File: config.mk
export PLATFORM = sky130hd
export DESIGN_NAME = disp_scan_ctrl
export DESIGN_NICKNAME = d
export VERILOG_FILES = /design/src/rtl/disp_scan_pkg.sv /design/src/rtl/scan_prescaler.sv /design/src/rtl/disp_scan_ctrl.sv
export SDC_FILE = /design/constraint.sdc
export NUM_CORES = 1
export LEC_CHECK = 0
export ABC_AREA = 1
export BUFFER_PORTS_ARGS = -buffer_cell sky130_fd_sc_hd__buf_2
export CORE_UTILIZATION = 58
export DETAILED_ROUTE_END_ITERATION = 10
export PLACE_DENSITY = 0.78
export SLEW_MARGIN = 30
export SYNTH_ARGS = -nofsm -noshare
export SYNTH_HDL_FRONTEND = slang
export SYNTH_SLANG_ARGS = --single-unit
File: constraint.sdc
create_clock -name clk -period 3.77 [get_ports clk]
set_clock_uncertainty 0.1 [all_clocks]
set_input_delay 0.1885 -clock clk [delete_from_list [all_inputs] [get_ports clk]]
set_output_delay 0.1885 -clock clk [all_outputs]
set_load 0.01 [all_outputs]
File: src/rtl/disp_scan_pkg.sv
// disp_scan_pkg: shared state encoding and digit-selection helpers for the display scan controller
package disp_scan_pkg;
  localparam int NDIG = 3;
  typedef enum logic {SHOW = 1'b0, BLANK = 1'b1} state_t;
  function automatic logic [1:0] next_dig(input logic [1:0] a, input logic [NDIG-1:0] en);
    logic [1:0] r;
    logic [1:0] i;
    logic found;
    r = a;
    i = a;
    found = 1'b0;
    for (int k = 0; k < NDIG; k++) begin
      i = (i == 2'd2) ? 2'd0 : i + 2'd1;
      if (!found && (en & (3'b001 << i)) != 3'b000) begin
        r = i;
        found = 1'b1;
      end
    end
    return r;
  endfunction
  function automatic logic [NDIG-1:0] an_code(input logic [1:0] a);
    return ~(3'b001 << a);
  endfunction
endpackage

File: src/rtl/scan_prescaler.sv
// scan_prescaler: ce-qualified counter that pulses tc and wraps when it reaches the compare value
module scan_prescaler #(
  parameter int CW = 16
) (
  input  logic          clk,
  input  logic          clr,
  input  logic          ce,
  input  logic [CW-1:0] cmp,
  output logic          tc
);
  logic [CW-1:0] cnt;
  assign tc = ce && (cnt == cmp);
  // count enabled cycles, restarting on clear or terminal count
  always_ff @(posedge clk)
    if (clr || tc) cnt <= '0;
    else if (ce) cnt <= cnt + CW'(1);
endmodule

File: src/rtl/disp_scan_ctrl.sv
// disp_scan_ctrl: scans enabled digits of a 3-digit display with a blanking gap between digits
module disp_scan_ctrl
  import disp_scan_pkg::*;
#(
  parameter int DIV       = 50000,
  parameter int BLANK_CYC = 2,
  parameter int CW        = 16
) (
  input  logic       clk,
  input  logic       rst,
  input  logic       ce,
  input  logic [2:0] dig_en,
  output logic [1:0] adr,
  output logic [2:0] an,
  output logic       step
);
  localparam logic [CW-1:0] SHOW_TC  = CW'(DIV - 1);
  localparam logic [CW-1:0] BLANK_TC = CW'(BLANK_CYC == 0 ? 0 : BLANK_CYC - 1);
  state_t state, ns;
  logic tc, adv;
  logic [1:0] na;
  scan_prescaler #(.CW(CW)) u_pre (
    .clk(clk),
    .clr(rst),
    .ce (ce),
    .cmp(state == SHOW ? SHOW_TC : BLANK_TC),
    .tc (tc)
  );
  // slot-end decisions: leave SHOW for BLANK, or move to the next enabled digit
  always_comb begin
    adv = tc && (state == BLANK || BLANK_CYC == 0);
    ns  = tc ? ((state == SHOW && BLANK_CYC != 0) ? BLANK : SHOW) : state;
    na  = adv ? next_dig(adr, dig_en) : adr;
  end
  // state, address and anodes all load from next-state values so they stay aligned
  always_ff @(posedge clk)
    if (rst) begin
      state <= SHOW;
      adr   <= 2'd0;
      an    <= 3'b111;
      step  <= 1'b0;
    end else if (ce) begin
      state <= ns;
      adr   <= na;
      step  <= adv && (dig_en != 3'b000);
      an    <= (ns == BLANK) ? 3'b111 : (an_code(na) | ~dig_en);
    end else begin
      step  <= 1'b0;
    end
  // address 3 and multiple lit anodes are unreachable
  always_ff @(posedge clk)
    if (!rst) assert (adr != 2'd3 && $countones(~an) <= 1);
endmodule
==> impl.org, run 1 <==
** Run status
- The flow ran to the end, and the final reports show no timing, DRC or antenna violations.

** Synth
- The average instance in the mapped netlist occupies 6.811 um2.
- The post-synthesis compound-gate area fraction is 0.08060.
- After synthesis the cells add up to 1335 um2.
- The synthesized design contains 23 register bits.
- After synthesis, the netlist uses 29 different library cells.
- Post-synthesis simple-gate area fraction :: 0.4217
- Mux cell area share after synthesis :: 0
- After synthesis, the largest family of logic cells by area is simple AND/OR/NAND/NOR gates.
- For this run, the register share of the synthesized area comes to 0.3449.
- The Yosys step of the flow raised 0 warnings.
- Count of mapped cells out of synthesis :: 196
- Post-synthesis share of cell area spent on full adders, half adders and majority gates :: 0.01874
- Net count of the mapped netlist :: 204
- Of the total synthesized cell area, the portion taken by XOR and XNOR cells is 0.05248.

** Die
- Pin placement for this block handled 12 I/O pins.
- Number of standard-cell rows in the floorplan :: 17
- The die covers 2498 um2.
- The floorplan step set the die width to 49.98 um.
- Starting density of the core :: 0.6094
- Placeable core area :: 2191 um2
- Die height :: 49.98 um

** Layout
- The area growth from synthesis to layout is 8.153%.
- At the end of the flow, the number of nets in the layout was 219.
- Final antenna diode count :: 0
- Post-Route Utilization :: 0.6591
- Leaving out filler cells and counting taps, the final layout contains 238.
- Of the cells placed in the final design, the portion with a size suffix greater than 1 is 0.1619.

** Timing
- Slew @ Worst Pin :: 0.3919 ns
- Setup TNS :: 0 ns
- Total count of max-transition violations in the final report :: 0
- The number of failing hold endpoints at the final stage was 0.
- Maximum clock frequency :: 490.8 MHz
- Setup violations remaining at the end of the flow were counted as 0.
- The worst path in the final design needs a cycle of 2.037 ns, including I/O delays and setup.
- Unrepaired setup endpoints after global routing :: no
- Post-route fraction of the period consumed by the critical path :: 0.5404
- In this run the tightest slew margin relative to its limit is 0.7373.

** Detailed routing
- Average via count per standard cell :: 5.160
- The count of nets left with antenna violations once routing finished came out at 0.
- Number of design rule violations left after detail routing :: 0
- The final layout contains routed wiring with a total length of 2621 um.
- Summing over every cut layer, the via total after detailed routing is 1228.
- The first TritonRoute pass finished after 4 iterations.
- Dividing the detail-routed wire length by the instance count gives 11.01 um.
- Violation count after the first detailed-route iteration :: 21

** Job
- Across the run, the number of max-cap violations was 0.

** Global route
- The first global-routing pass estimated 4478 um of wire.
- The initial antenna violation count was 0.
- Entering global routing, the biggest net connects 17 pins.
- Total global routing track utilization :: 0.2339
- The via count of the first global-routing pass was 1077.
- Global routing finished with a remaining overflow of 0.

** CTS
- Clock latency on the worst-skew pair :: 0.31 ns
- Setup Fix Bufs, Post-CTS :: 0
- In this run the clock root is driven by a sky130_fd_sc_hd__clkbuf_4.
- Counting every sink on the clock net gives 23.
- Buffers inserted during clock tree synthesis total 3.
- The longest clock path from root to sink contains 2 buffers.
- Clock transition at the registers of the reported paths :: 0.13 ns
- Clock tree from TritonCTS :: done
- H-tree lvl count :: 1

** Power
- Power spread over the standard cell area amounts to 280.3 nW/um2.
- The share of total power dissipated in the clock network is 0.276.
- The analysis attributes to cell leakage a power of 0.6180 nW.
- P_int :: 302.7 uW
- Across the VDD grid, the largest voltage drop is 0.0002168 V.
- Net switching share of the total power :: 0.2522
- P_sw :: 102.1 uW
- Combinational power share :: 0.100
- Sequential power share :: 0.624

** Placed design
- Routability cong. :: 0.8738
- In this run the tool buffered the top-level ports with 11 buffer cells.
- Placed Instances :: 233
- The wire-length estimate of the detail-placed layout is 1984 um.

** Critical path
- At the worst endpoint, the required time is 3.89 ns.
- Data on the critical path arrives at its endpoint at 2.16 ns.
- Along the worst path, the maximum fanout reaches 5.
- The worst setup path is launched from a flop.
- Crit path capture type :: flop
- By startpoint and endpoint, the worst setup path is classified as flop to flop.

** Hold path
- Type of the worst min-delay path :: input port to flop
==> layout make-up <==
type | count | area [um2]
clock buffer | 3 | 22.52
clock inverter | 1 | 5.005
fill | 212 | 747.0
inverter | 24 | 90.09
multi-input combinational | 147 | 765.7
sequential | 23 | 460.4
tap | 28 | 35.03
timing repair buffer | 12 | 65.06
==> layer usage <==
| layer | up-vias | routed length, um | GRT usage | part of all wire |
|---|---|---|---|---|
| li1 | 659 | - | - | - |
| met5 | - | 0 | 0 | 0 |
| met3 | 4 | 62 | 0.02778 | 0.024 |
| met4 | 0 | 44 | 0.1000 | 0.017 |
| met2 | 17 | 1329 | 0.4347 | 0.51 |
| met1 | 548 | 1184 | 0.2632 | 0.45 |
==> cells in the final DEF, fill, tap and decap left out, types with 3 or more instances in the layout <==
cell type	instances
sky130_fd_sc_hd__nand2_2	5
sky130_fd_sc_hd__buf_2	11
sky130_fd_sc_hd__a21oi_1	10
sky130_fd_sc_hd__nand4_1	7
sky130_fd_sc_hd__nor2_2	3
sky130_fd_sc_hd__nand3_2	3
sky130_fd_sc_hd__nor2_1	27
sky130_fd_sc_hd__nand3_1	15
sky130_fd_sc_hd__clkbuf_4	3
sky130_fd_sc_hd__nor3_1	4
sky130_fd_sc_hd__xor2_1	7
sky130_fd_sc_hd__dfxtp_1	23
sky130_fd_sc_hd__nand2_1	46
sky130_fd_sc_hd__o21ai_0	4
sky130_fd_sc_hd__inv_1	23
==> power groups by stage <==
stage,logic (mW),registers [mW],clock network [mW]
6_report,0.0405,0.252,0.112
5_1_grt,0.0450,0.253,0.123
4_1_cts,0.0405,0.252,0.116
3_5_place_dp,0.0395,0.258,0
3_3_place_gp,0.0386,0.257,0
2_1_floorplan,0.0288,0.257,0
==> logic make-up (layout without fill, tap and decap cells) <==
family / Yosys count / count (layout)
AND/OR/NAND/NOR: 118 / 118
buffers and inverters: 26 / 40
flip-flops: 23 / 23
AO/OA/AOI/OAI: 19 / 19
XOR/XNOR: 8 / 8
adder cells (fa/ha/maj): 2 / 2
==> worst paths after layout <==
check,to,cells after the start,startpoint,slack [ns]
max,an[0]$_SDFFE_PP1P_,10,u_pre.cnt[6]$_SDFFE_PP0P_,1.73
min,an[0]$_SDFFE_PP1P_,3,ce,0.12
max reg2reg,an[0]$_SDFFE_PP1P_,10,u_pre.cnt[6]$_SDFFE_PP0P_,1.73
min reg2reg,u_pre.cnt[15]$_SDFFE_PP0P_,2,u_pre.cnt[15]$_SDFFE_PP0P_,0.37
==> flip-flops by register name (all words and copies together), names as in the netlist <==
signal and cells:
u_pre.cnt 16, an 3, adr 2, state 1
step 1
==> synthesized netlist by cell type <==
| cell type | n | area share |
|---|---|---|
| sky130_fd_sc_hd__buf_4 | 1 | 0.0056 |
| sky130_fd_sc_hd__o21ai_1 | 1 | 0.0037 |
| sky130_fd_sc_hd__or2_0 | 1 | 0.0047 |
| sky130_fd_sc_hd__inv_2 | 1 | 0.0028 |
| sky130_fd_sc_hd__xnor2_1 | 1 | 0.0066 |
| sky130_fd_sc_hd__o21ai_0 | 4 | 0.015 |
| sky130_fd_sc_hd__nor3_4 | 1 | 0.012 |
| sky130_fd_sc_hd__nand2_1 | 46 | 0.13 |
| sky130_fd_sc_hd__nand3_1 | 15 | 0.056 |
| sky130_fd_sc_hd__nand2_2 | 5 | 0.023 |
| sky130_fd_sc_hd__nor3b_1 | 1 | 0.0056 |
| sky130_fd_sc_hd__xor2_1 | 7 | 0.046 |
| sky130_fd_sc_hd__or2_2 | 2 | 0.0094 |
| sky130_fd_sc_hd__nor2_1 | 27 | 0.076 |
| sky130_fd_sc_hd__a21oi_1 | 10 | 0.037 |
| sky130_fd_sc_hd__dfxtp_1 | 23 | 0.34 |
| sky130_fd_sc_hd__nand3b_1 | 1 | 0.0056 |
| sky130_fd_sc_hd__ha_1 | 2 | 0.019 |
| sky130_fd_sc_hd__a21oi_2 | 1 | 0.0066 |
| sky130_fd_sc_hd__nor3_2 | 2 | 0.015 |
| sky130_fd_sc_hd__buf_6 | 1 | 0.0084 |
| sky130_fd_sc_hd__nor3_1 | 4 | 0.015 |
| sky130_fd_sc_hd__inv_1 | 23 | 0.065 |
| sky130_fd_sc_hd__nand3_2 | 3 | 0.022 |
| sky130_fd_sc_hd__o211ai_1 | 1 | 0.0056 |
| sky130_fd_sc_hd__nor2_2 | 3 | 0.014 |
| sky130_fd_sc_hd__nand4_1 | 7 | 0.033 |
| sky130_fd_sc_hd__o21ai_2 | 1 | 0.0066 |
| sky130_fd_sc_hd__o31ai_1 | 1 | 0.0056 |
==> critical path: stages (launching register included) <==
cell                       delay (ns)
sky130_fd_sc_hd__dfxtp_1         0.43
sky130_fd_sc_hd__inv_1           0.10
sky130_fd_sc_hd__o31ai_1         0.22
sky130_fd_sc_hd__o21ai_1         0.09
sky130_fd_sc_hd__inv_1           0.06
sky130_fd_sc_hd__nand3b_1        0.11
sky130_fd_sc_hd__inv_1           0.08
sky130_fd_sc_hd__ha_1            0.25
sky130_fd_sc_hd__or2_2           0.32
sky130_fd_sc_hd__o21ai_2         0.13
sky130_fd_sc_hd__nand2_1         0.05
==> what timing repair did <==
| action | 4_1_cts | 5_1_grt |
|---|---|---|
| gates resized for setup | 0 | 0 |
| hold endpoints to repair | 2 | 0 |
| hold buffers | 1 | 0 |
==> through the flow <==
step                area [um2]  hold slack (ns)  power, mW  setup slack, ns
global placement          1406           0.2929     0.2959            1.832
finish                    1444           0.1250     0.4047            1.733
detailed placement        1406           0.2981     0.2970            1.782
floorplan                 1335           0.1576     0.2862            1.890
global route              1444           0.1165     0.4215            1.608
CTS                       1444           0.1061     0.4084            1.749
(Power assumes the default switching activity.)
==> run 2: changes to the inputs <==
--- a/config.mk
+++ b/config.mk
@@ -7,9 +7,9 @@
 export LEC_CHECK = 0
 export ABC_AREA = 1
 export BUFFER_PORTS_ARGS = -buffer_cell sky130_fd_sc_hd__buf_2
-export CORE_UTILIZATION = 58
+export CORE_UTILIZATION = 52
 export DETAILED_ROUTE_END_ITERATION = 10
-export PLACE_DENSITY = 0.78
+export PLACE_DENSITY = 0.74
 export SLEW_MARGIN = 30
 export SYNTH_ARGS = -nofsm -noshare
 export SYNTH_HDL_FRONTEND = slang
==> constraint.sdc (replaced) <==
create_clock -name clk -period 1.7 [get_ports clk]
set_clock_uncertainty 0.1 [all_clocks]
set_input_delay 0.085 -clock clk [delete_from_list [all_inputs] [get_ports clk]]
set_output_delay 0.085 -clock clk [all_outputs]
set_load 0.01 [all_outputs]
==> run 2 against run 1 <==
  * The run now ends with negative setup slack left
  * Clock power grew 140%
  * Setup slack worse by 1.8 ns
  * Count of clock-buffer cells in the layout grew 1
  * Fmax rose by 13%
  * Largest cell class unchanged
==> impl.org, run 2 (synthesis gave the netlist of run 1 again) <==
** Timing
- Min Clock Period, post-route :: 1.808 ns
- Once routing completed, OpenROAD measured the worst setup slack at -0.1076 ns.
- The number of pins exceeding their max-slew limit in the final report was 0.
- Setup TNS :: -0.2514 ns
- Post-route fraction of the period consumed by the critical path :: 1.063
- At the pin with the least slew margin, the transition time is 0.3452 ns.
- Worst slew slack as a fraction of its limit :: 0.7691
- Final hold violation count :: 0
- Finish-stage setup viols :: 5
- Setup repair after global routing could not meet its margin everywhere.
- Timing would allow up to 553.2 MHz.

** CTS
- In this run the number of H-tree levels came out at 1.
- Clock latency on the worst-skew pair :: 0.33 ns
- Number of CTS-inserted buffers :: 3
- Clock tree from TritonCTS :: done
- Max Buffers Root-to-Sink :: 2
- Clock transition at the registers of the reported paths :: 0.13 ns
- Total clock sinks :: 23
- The root buffer cell chosen for the clock tree is sky130_fd_sc_hd__clkbuf_4.

** Layout
- Final antenna diode count :: 0
- u_pre.cnt holds more flip-flops than any other register.
- Fin nets :: 245
- Share of layout cells above drive strength 1 :: 0.3390
- Flip-flop count of the largest register, all copies and words added :: 16
- Layout overhead on the synthesized area :: 30.65%
- In the layout the commonest cells are sky130_fd_sc_hd__nand2_1 (42), sky130_fd_sc_hd__nor2_1 (26), sky130_fd_sc_hd__buf_4 (26).
- Most common cell after layout, fill and taps aside :: sky130_fd_sc_hd__nand2_1
- Registers with the highest flip-flop counts :: u_pre.cnt (16), an (3), adr (2)

** Power
- Clock power share :: 0.287
- Power density over the cells :: 539.8 nW/um2
- The internal power of the cells totals 684.3 uW.
- Combinational power share :: 0.120
- In this run the static leakage power is 0.7967 nW.
- P_sw :: 257.2 uW
- Sequential power share :: 0.593
- Worst IR drop on VDD :: 0.0005118 V
- Of the total power, the share spent switching nets is 0.2732.

** Placed design
- The wire-length estimate of the detail-placed layout is 2316 um.
- Count of input and output buffers :: 11
- Routability-driven placement finished with a final weighted congestion of 0.9838.
- Before CTS, the worst setup slack after placement is -0.1184 ns.

** Run status
- Violations in the final reports :: negative setup slack
- The run finished, with violations left.

** Global route
- The via count of the first global-routing pass came to 1289.
- After global routing the overflow that remains totals 0.
- The initial antenna violation count is 0.
- Total global routing track utilization :: 0.2651
- Largest net degree at the start of global routing :: 17
- First-pass GRT wire length :: 5340 um

** Critical path
- Data on the critical path is required at its endpoint by 1.83 ns.
- The worst setup path is captured at a flop.
- The worst setup path is of the flop to flop kind.
- The startpoint identified for the worst register-to-register timing path is state$_SDFFE_PP0P_.
- In this run the worst setup path begins at state$_SDFFE_PP0P_.
- STA puts the critical path data arrival time at 1.94 ns.
- Element type at the critical path start :: flop
- In this run the worst path has a maximum fanout of 5.

** Hold path
- Startpoint of the most critical hold path :: ce
- The tightest min-delay check is of the input port to flop type.

** Job
- Across the run, the number of max-cap violations was 0.

** Detailed routing
- After detailed routing, the number of remaining DRC violations is 0.
- Violation count after the first detailed-route iteration :: 32
- Average via count per standard cell :: 5.330
- The routed design has 3317 um of wire.
- The count of nets left with antenna violations once routing finished came out at 0.
- Average detailed-routed wire length per instance :: 12.56 um
- Total iterations of the first detailed-routing run :: 4
- Number of vias after detailed routing :: 1407

** Die
- Total I/O pin count :: 12
- Starting density of the core :: 0.5758
- Die W :: 52.67 um
- Die height :: 52.67 um
- Number of standard-cell rows in the floorplan :: 17
- The floorplan step defined a core boundary enclosing 2318 um2.
- Die Footprint :: 2774 um2
## run 2: cell count changes in the layout (fill, tap and decap cells not counted), moves of 3 or more
cell / delta
sky130_fd_sc_hd__buf_4: +26
sky130_fd_sc_hd__dfxtp_1: -7
sky130_fd_sc_hd__dfxtp_2: +4
sky130_fd_sc_hd__dfxtp_4: +3
sky130_fd_sc_hd__inv_1: -4
sky130_fd_sc_hd__inv_2: +4
sky130_fd_sc_hd__nand2_1: -4
sky130_fd_sc_hd__nand2_4: +3
## run 2: repair_timing
item | 4_1_cts | 5_1_grt
setup buffers | 2 | 2
hold endpoints to repair | 3 | 0
setup endpoints to repair | 6 | 9
resized for setup | 4 | 20
pin swaps | 3 | 5
hold buffers | 1 | 0
## run 2: metal layers
layer	share of wire	vias to the layer above	global-route usage	wire, um
met5	0	-	0	0
met1	0.47	648	0.3428	1548
met4	0.021	0	0.1491	69
met3	0.050	7	0.05217	166
met2	0.46	40	0.4072	1532
li1	-	712	-	-
## run 2: final cells by class
class | count | area, um2
clock buffers | 4 | 26.28
fillers | 197 | 574.3
flip-flops and latches | 23 | 476.7
inverters | 24 | 90.09
repair buffers | 38 | 260.3
multi-input cells | 147 | 855.8
well taps | 28 | 35.03
## run 2: path summary, 6_finish.rpt
check                       end  slack, ns  depth (start not counted)
max          an[0]$_SDFFE_PP1P_      -0.11                          9
min          an[1]$_SDFFE_PP1P_       0.09                          4
min reg2reg  an[2]$_SDFFE_PP1P_       0.40                          2
max reg2reg  an[0]$_SDFFE_PP1P_      -0.11                          9
## run 2: worst max-delay path, cell delays in order (launching register included)
cell and delay [ns]:
sky130_fd_sc_hd__dfxtp_2 0.42, sky130_fd_sc_hd__nand3_1 0.09, sky130_fd_sc_hd__nor3_1 0.14, sky130_fd_sc_hd__a21oi_1 0.05
sky130_fd_sc_hd__nand3b_1 0.21, sky130_fd_sc_hd__inv_2 0.10, sky130_fd_sc_hd__ha_4 0.21, sky130_fd_sc_hd__or2_4 0.23
sky130_fd_sc_hd__o21ai_2 0.11, sky130_fd_sc_hd__nand2_1 0.06
## run 2: through the flow
step / instance area, um2 / utilization / power (mW) / hold slack [ns] / instances
after detailed placement: 1597 / 0.6886 / 0.6703 / 0.1912 / 255
after floorplan: 1360 / - / 0.6367 / 0.05407 / 196
final: 1744 / 0.7523 / 0.9415 / 0.08955 / 264
after global placement: 1597 / 0.6886 / 0.6664 / 0.1859 / 255
after global routing: 1744 / 0.7523 / 0.9777 / 0.09630 / 264
after CTS: 1653 / 0.7129 / 0.9397 / 0.07456 / 262
## run 2: power groups by stage
stage	logic [mW]	clock network [mW]	registers, mW
after floorplan	0.0661	0	0.571
after global placement	0.0973	0	0.569
after detailed placement	0.101	0	0.569
after CTS	0.105	0.277	0.558
after global routing	0.123	0.295	0.560
final	0.113	0.270	0.559
==> run 3: changes to the inputs <==
--- a/config.mk
+++ b/config.mk
@@ -7,6 +7,7 @@
 export LEC_CHECK = 0
 export ABC_AREA = 1
 export BUFFER_PORTS_ARGS = -buffer_cell sky130_fd_sc_hd__buf_2
+export CORE_ASPECT_RATIO = 0.9
 export CORE_UTILIZATION = 52
 export DETAILED_ROUTE_END_ITERATION = 10
 export PLACE_DENSITY = 0.74
==> run 3 against run 2 <==
  * The run still ends with negative setup slack left
  * Worst hold slack improved by 0.022 ns
  * Sequential share of layout area decreased by 0.63 points
  * Combinational power increased by 8%
  * Setup slack improved by 0.0027 ns
  * Final cell count unchanged
  * Sequential cell count unchanged
  * Fmax increased by 0.15%
  * Core utilization decreased by 0.70 points
  * First-iteration DRC count increased by 78%
  * Largest power group unchanged
  * Highest routed layer unchanged
==> impl.org, run 3 (synthesis gave the netlist of run 1 again) <==
** Timing
- Maximum clock frequency :: 554.1 MHz
- The number of pins exceeding their max-slew limit in the final report came to 0.
- Post-route fraction of the period consumed by the critical path :: 1.062
- Slew @ Worst Pin :: 0.2904 ns
- Min Clock Period, post-route :: 1.805 ns
- Setup slack on the critical path of the routed design comes to -0.1048 ns.
- Finish-stage setup viols :: 5
- Setup total negative slack on the finished layout was measured at -0.2458 ns.
- Unrepaired setup endpoints after global routing :: yes
- Final worst hold slack :: 0.1118 ns
- In this run the tightest slew margin relative to its limit is 0.8062.
- Final hold violation count :: 0

** Power
- IR analysis of the VDD net gives a maximum drop of 0.0004631 V.
- In this run the power density over the cells is 516.7 nW/um2.
- Leakage power total :: 0.8559 nW

** CTS
- In this run the deepest clock path goes through 2 buffers.
- TritonCTS built the clock tree.
- H-tree lvl count :: 1
- Clock-pin slew was measured on the worst setup and hold paths at 0.13 ns.
- CTS saw 23 sinks.
- The cell sitting at the root of the clock tree is a sky130_fd_sc_hd__clkbuf_4.
- Number of CTS-inserted buffers :: 3
- Clock latency on the worst-skew pair :: 0.32 ns

** Critical path
- Critical path's top delay family :: simple AND/OR/NAND/NOR gates
- Crit-path slowest cell :: sky130_fd_sc_hd__dfxtp_2
- Measured in cells, the most critical reg-to-reg path has a length of 11.
- Data required time of the critical path :: 1.83 ns
- Of all nets on the critical path, the largest fanout is 4.
- Critical path arrival :: 1.93 ns
- In this design, the stage delay of the slowest critical-path cell is 0.35 ns.
- R2r startpoint :: u_pre.cnt[6]$_SDFFE_PP0P_
- Critical path, cell by cell :: inv_2 -> nand2_1 -> nor3_1 -> o21ai_1 -> inv_1 -> nand3b_1 -> inv_2 -> ha_4 -> or2_4 -> o21ai_2 -> nand2_1
- STA classifies the critical path endpoint as a flop.
- Critical Path Start :: u_pre.cnt[6]$_SDFFE_PP0P_
- STA classifies the critical path startpoint as a flop.
- Crit Path Class :: flop to flop
- The critical path runs through a total of 11 cells.
- Total buffers and inverters traversed by the critical path :: 3

** Die
- Total I/O pin count :: 12
- The floorplan step defined a die boundary enclosing 2774 um2.
- Number of standard-cell rows in the floorplan :: 17
- Die W :: 55.41 um
- Die height :: 50.07 um
- Starting density of the core :: 0.5458
- Placeable core area :: 2446 um2

** Placed design
- Count of input and output buffers :: 11
- Once placement completed, the tool counted placed cells totaling 256.
- Once detailed placement completed, the half-perimeter wirelength came to 2451 um.
- The congestion estimate from routability-driven global placement came to 0.9084.
- Dpl ws :: -0.1347 ns

** Global route
- The total overflow left after global routing is 0.
- The first global-routing pass estimated 5547 um of wire.
- Total global routing track utilization :: 0.2546
- Largest net degree at the start of global routing :: 17
- Number of antenna violations at the first check in global routing :: 0
- The via count of the first global-routing pass is 1321.

** Detailed routing
- Wires add up to 3720 um.
- Average detailed-routed wire length per instance :: 14.09 um
- The first routing iteration left 57 violations.
- In the routed design, unresolved DRC markers number 0.
- In the routed layout, each cell is associated on average with a via count of 5.519.
- Total iterations of the first detailed-routing run :: 4
- Antenna Violating Nets Remaining :: 0
- The routed layout has 1457 vias.

** Layout
- The library cell used most frequently in the layout, excluding fill and tap cells, is sky130_fd_sc_hd__nand2_1.
- At the end of the flow, the number of nets in the layout was 245.
- Fill cells in the final layout number 175.
- Post-Route Utilization :: 0.7453
- The register with the most flip-flops in the final layout is u_pre.cnt.
- Area used by multi-input combinational logic :: 915.9 um2
- FF+latch area :: 486.7 um2
- Filler-free cell count of the finished design :: 264
- In the final layout, the registers with the most flip-flops are u_pre.cnt (16), an (3), adr (2).
- The register with the most flip-flops in the layout has 16 of them.
- Layout overhead on the synthesized area :: 36.55%
- Of the cells placed in the final design, the portion with a size suffix greater than 1 is 0.3856.
- In the layout the commonest cells are sky130_fd_sc_hd__nand2_1 (39), sky130_fd_sc_hd__nor2_1 (26), sky130_fd_sc_hd__buf_4 (24).
- The number of antenna diodes in the final layout is 0.

** Hold path
- In this run the worst hold path is classified as input port to flop.
- In this run the most critical hold path is launched from dig_en[1].
- Counting instances, the worst hold path has a depth of 6.

** Run status
- Violations in the final reports :: negative setup slack
- The run finished, with violations left.

** Job
- The tool flagged a number of max-cap violations equal to 0.
[run 3: changes by cell type in the layout (fill, tap and decap cells not counted), moves of 2 or more]
cell,delta
sky130_fd_sc_hd__buf_4,-2
sky130_fd_sc_hd__buf_6,+2
sky130_fd_sc_hd__dfxtp_2,+2
sky130_fd_sc_hd__dfxtp_4,+2
sky130_fd_sc_hd__dfxtp_1,-4
sky130_fd_sc_hd__nand2_4,+3
sky130_fd_sc_hd__nand2_1,-3
[run 3: path summary, 6_finish.rpt]
check / endpoint / slack (ns)
setup / recovery: an[0]$_SDFFE_PP1P_ / -0.10
hold / removal: an[1]$_SDFFE_PP1P_ / 0.11
setup reg to reg: an[0]$_SDFFE_PP1P_ / -0.10
hold reg to reg: an[2]$_SDFFE_PP1P_ / 0.39
[run 3: area by class of cell]
| type | instances | share of cell area |
|---|---|---|
| inverter | 24 | 0.04942 |
| timing repair buffer | 38 | 0.1469 |
| tap | 28 | 0.01922 |
| sequential | 23 | 0.2670 |
| multi-input combinational | 147 | 0.5024 |
| clock inverter | 1 | 0.002745 |
| clock buffer | 3 | 0.01235 |
[run 3: per-stage QoR]
| stage | power (mW) | instance area [um2] |
|---|---|---|
| 3_3_place_gp | 0.6673 | 1604 |
| 4_1_cts | 0.9327 | 1692 |
| 3_5_place_dp | 0.6718 | 1604 |
| 2_1_floorplan | 0.6367 | 1360 |
| 6_report | 0.9420 | 1823 |
| 5_1_grt | 0.9756 | 1823 |
[run 3: timing repair]
action                                 in CTS  in global routing
hold buffers                                1                  0
setup buffers                               3                  1
gates cloned                                0                  0
pin swaps                                   5                 20
gates resized for setup                    11                 34
endpoints found under the hold margin       3                  0
setup endpoints to repair                   6                 21
[run 3: power breakdown]
group          internal, mW  leakage, nW  switching (mW)
clock network        0.0882       0.0177           0.172
logic                0.0504        0.645          0.0719
registers             0.545        0.193          0.0143
total                 0.683        0.856           0.259
[run 3: layer usage]
| metal | up-vias | GRT usage | routed length, um |
|---|---|---|---|
| met1 | 660 | 0.3296 | 1606 |
| met3 | 19 | 0.05774 | 217 |
| met2 | 64 | 0.4137 | 1771 |
| met5 | - | 0 | 0 |
| li1 | 714 | - | - |
| met4 | 0 | 0.09583 | 124 |
[run 3: worst reg2reg max path, stage by stage, from the launching register on]
cell                       delay (ns)
sky130_fd_sc_hd__dfxtp_2         0.35
sky130_fd_sc_hd__inv_2           0.09
sky130_fd_sc_hd__nand2_1         0.07
sky130_fd_sc_hd__nor3_1          0.13
sky130_fd_sc_hd__o21ai_1         0.08
sky130_fd_sc_hd__inv_1           0.06
sky130_fd_sc_hd__nand3b_1        0.11
sky130_fd_sc_hd__inv_2           0.09
sky130_fd_sc_hd__ha_4            0.20
sky130_fd_sc_hd__or2_4           0.23
sky130_fd_sc_hd__o21ai_2         0.13
sky130_fd_sc_hd__nand2_1         0.07
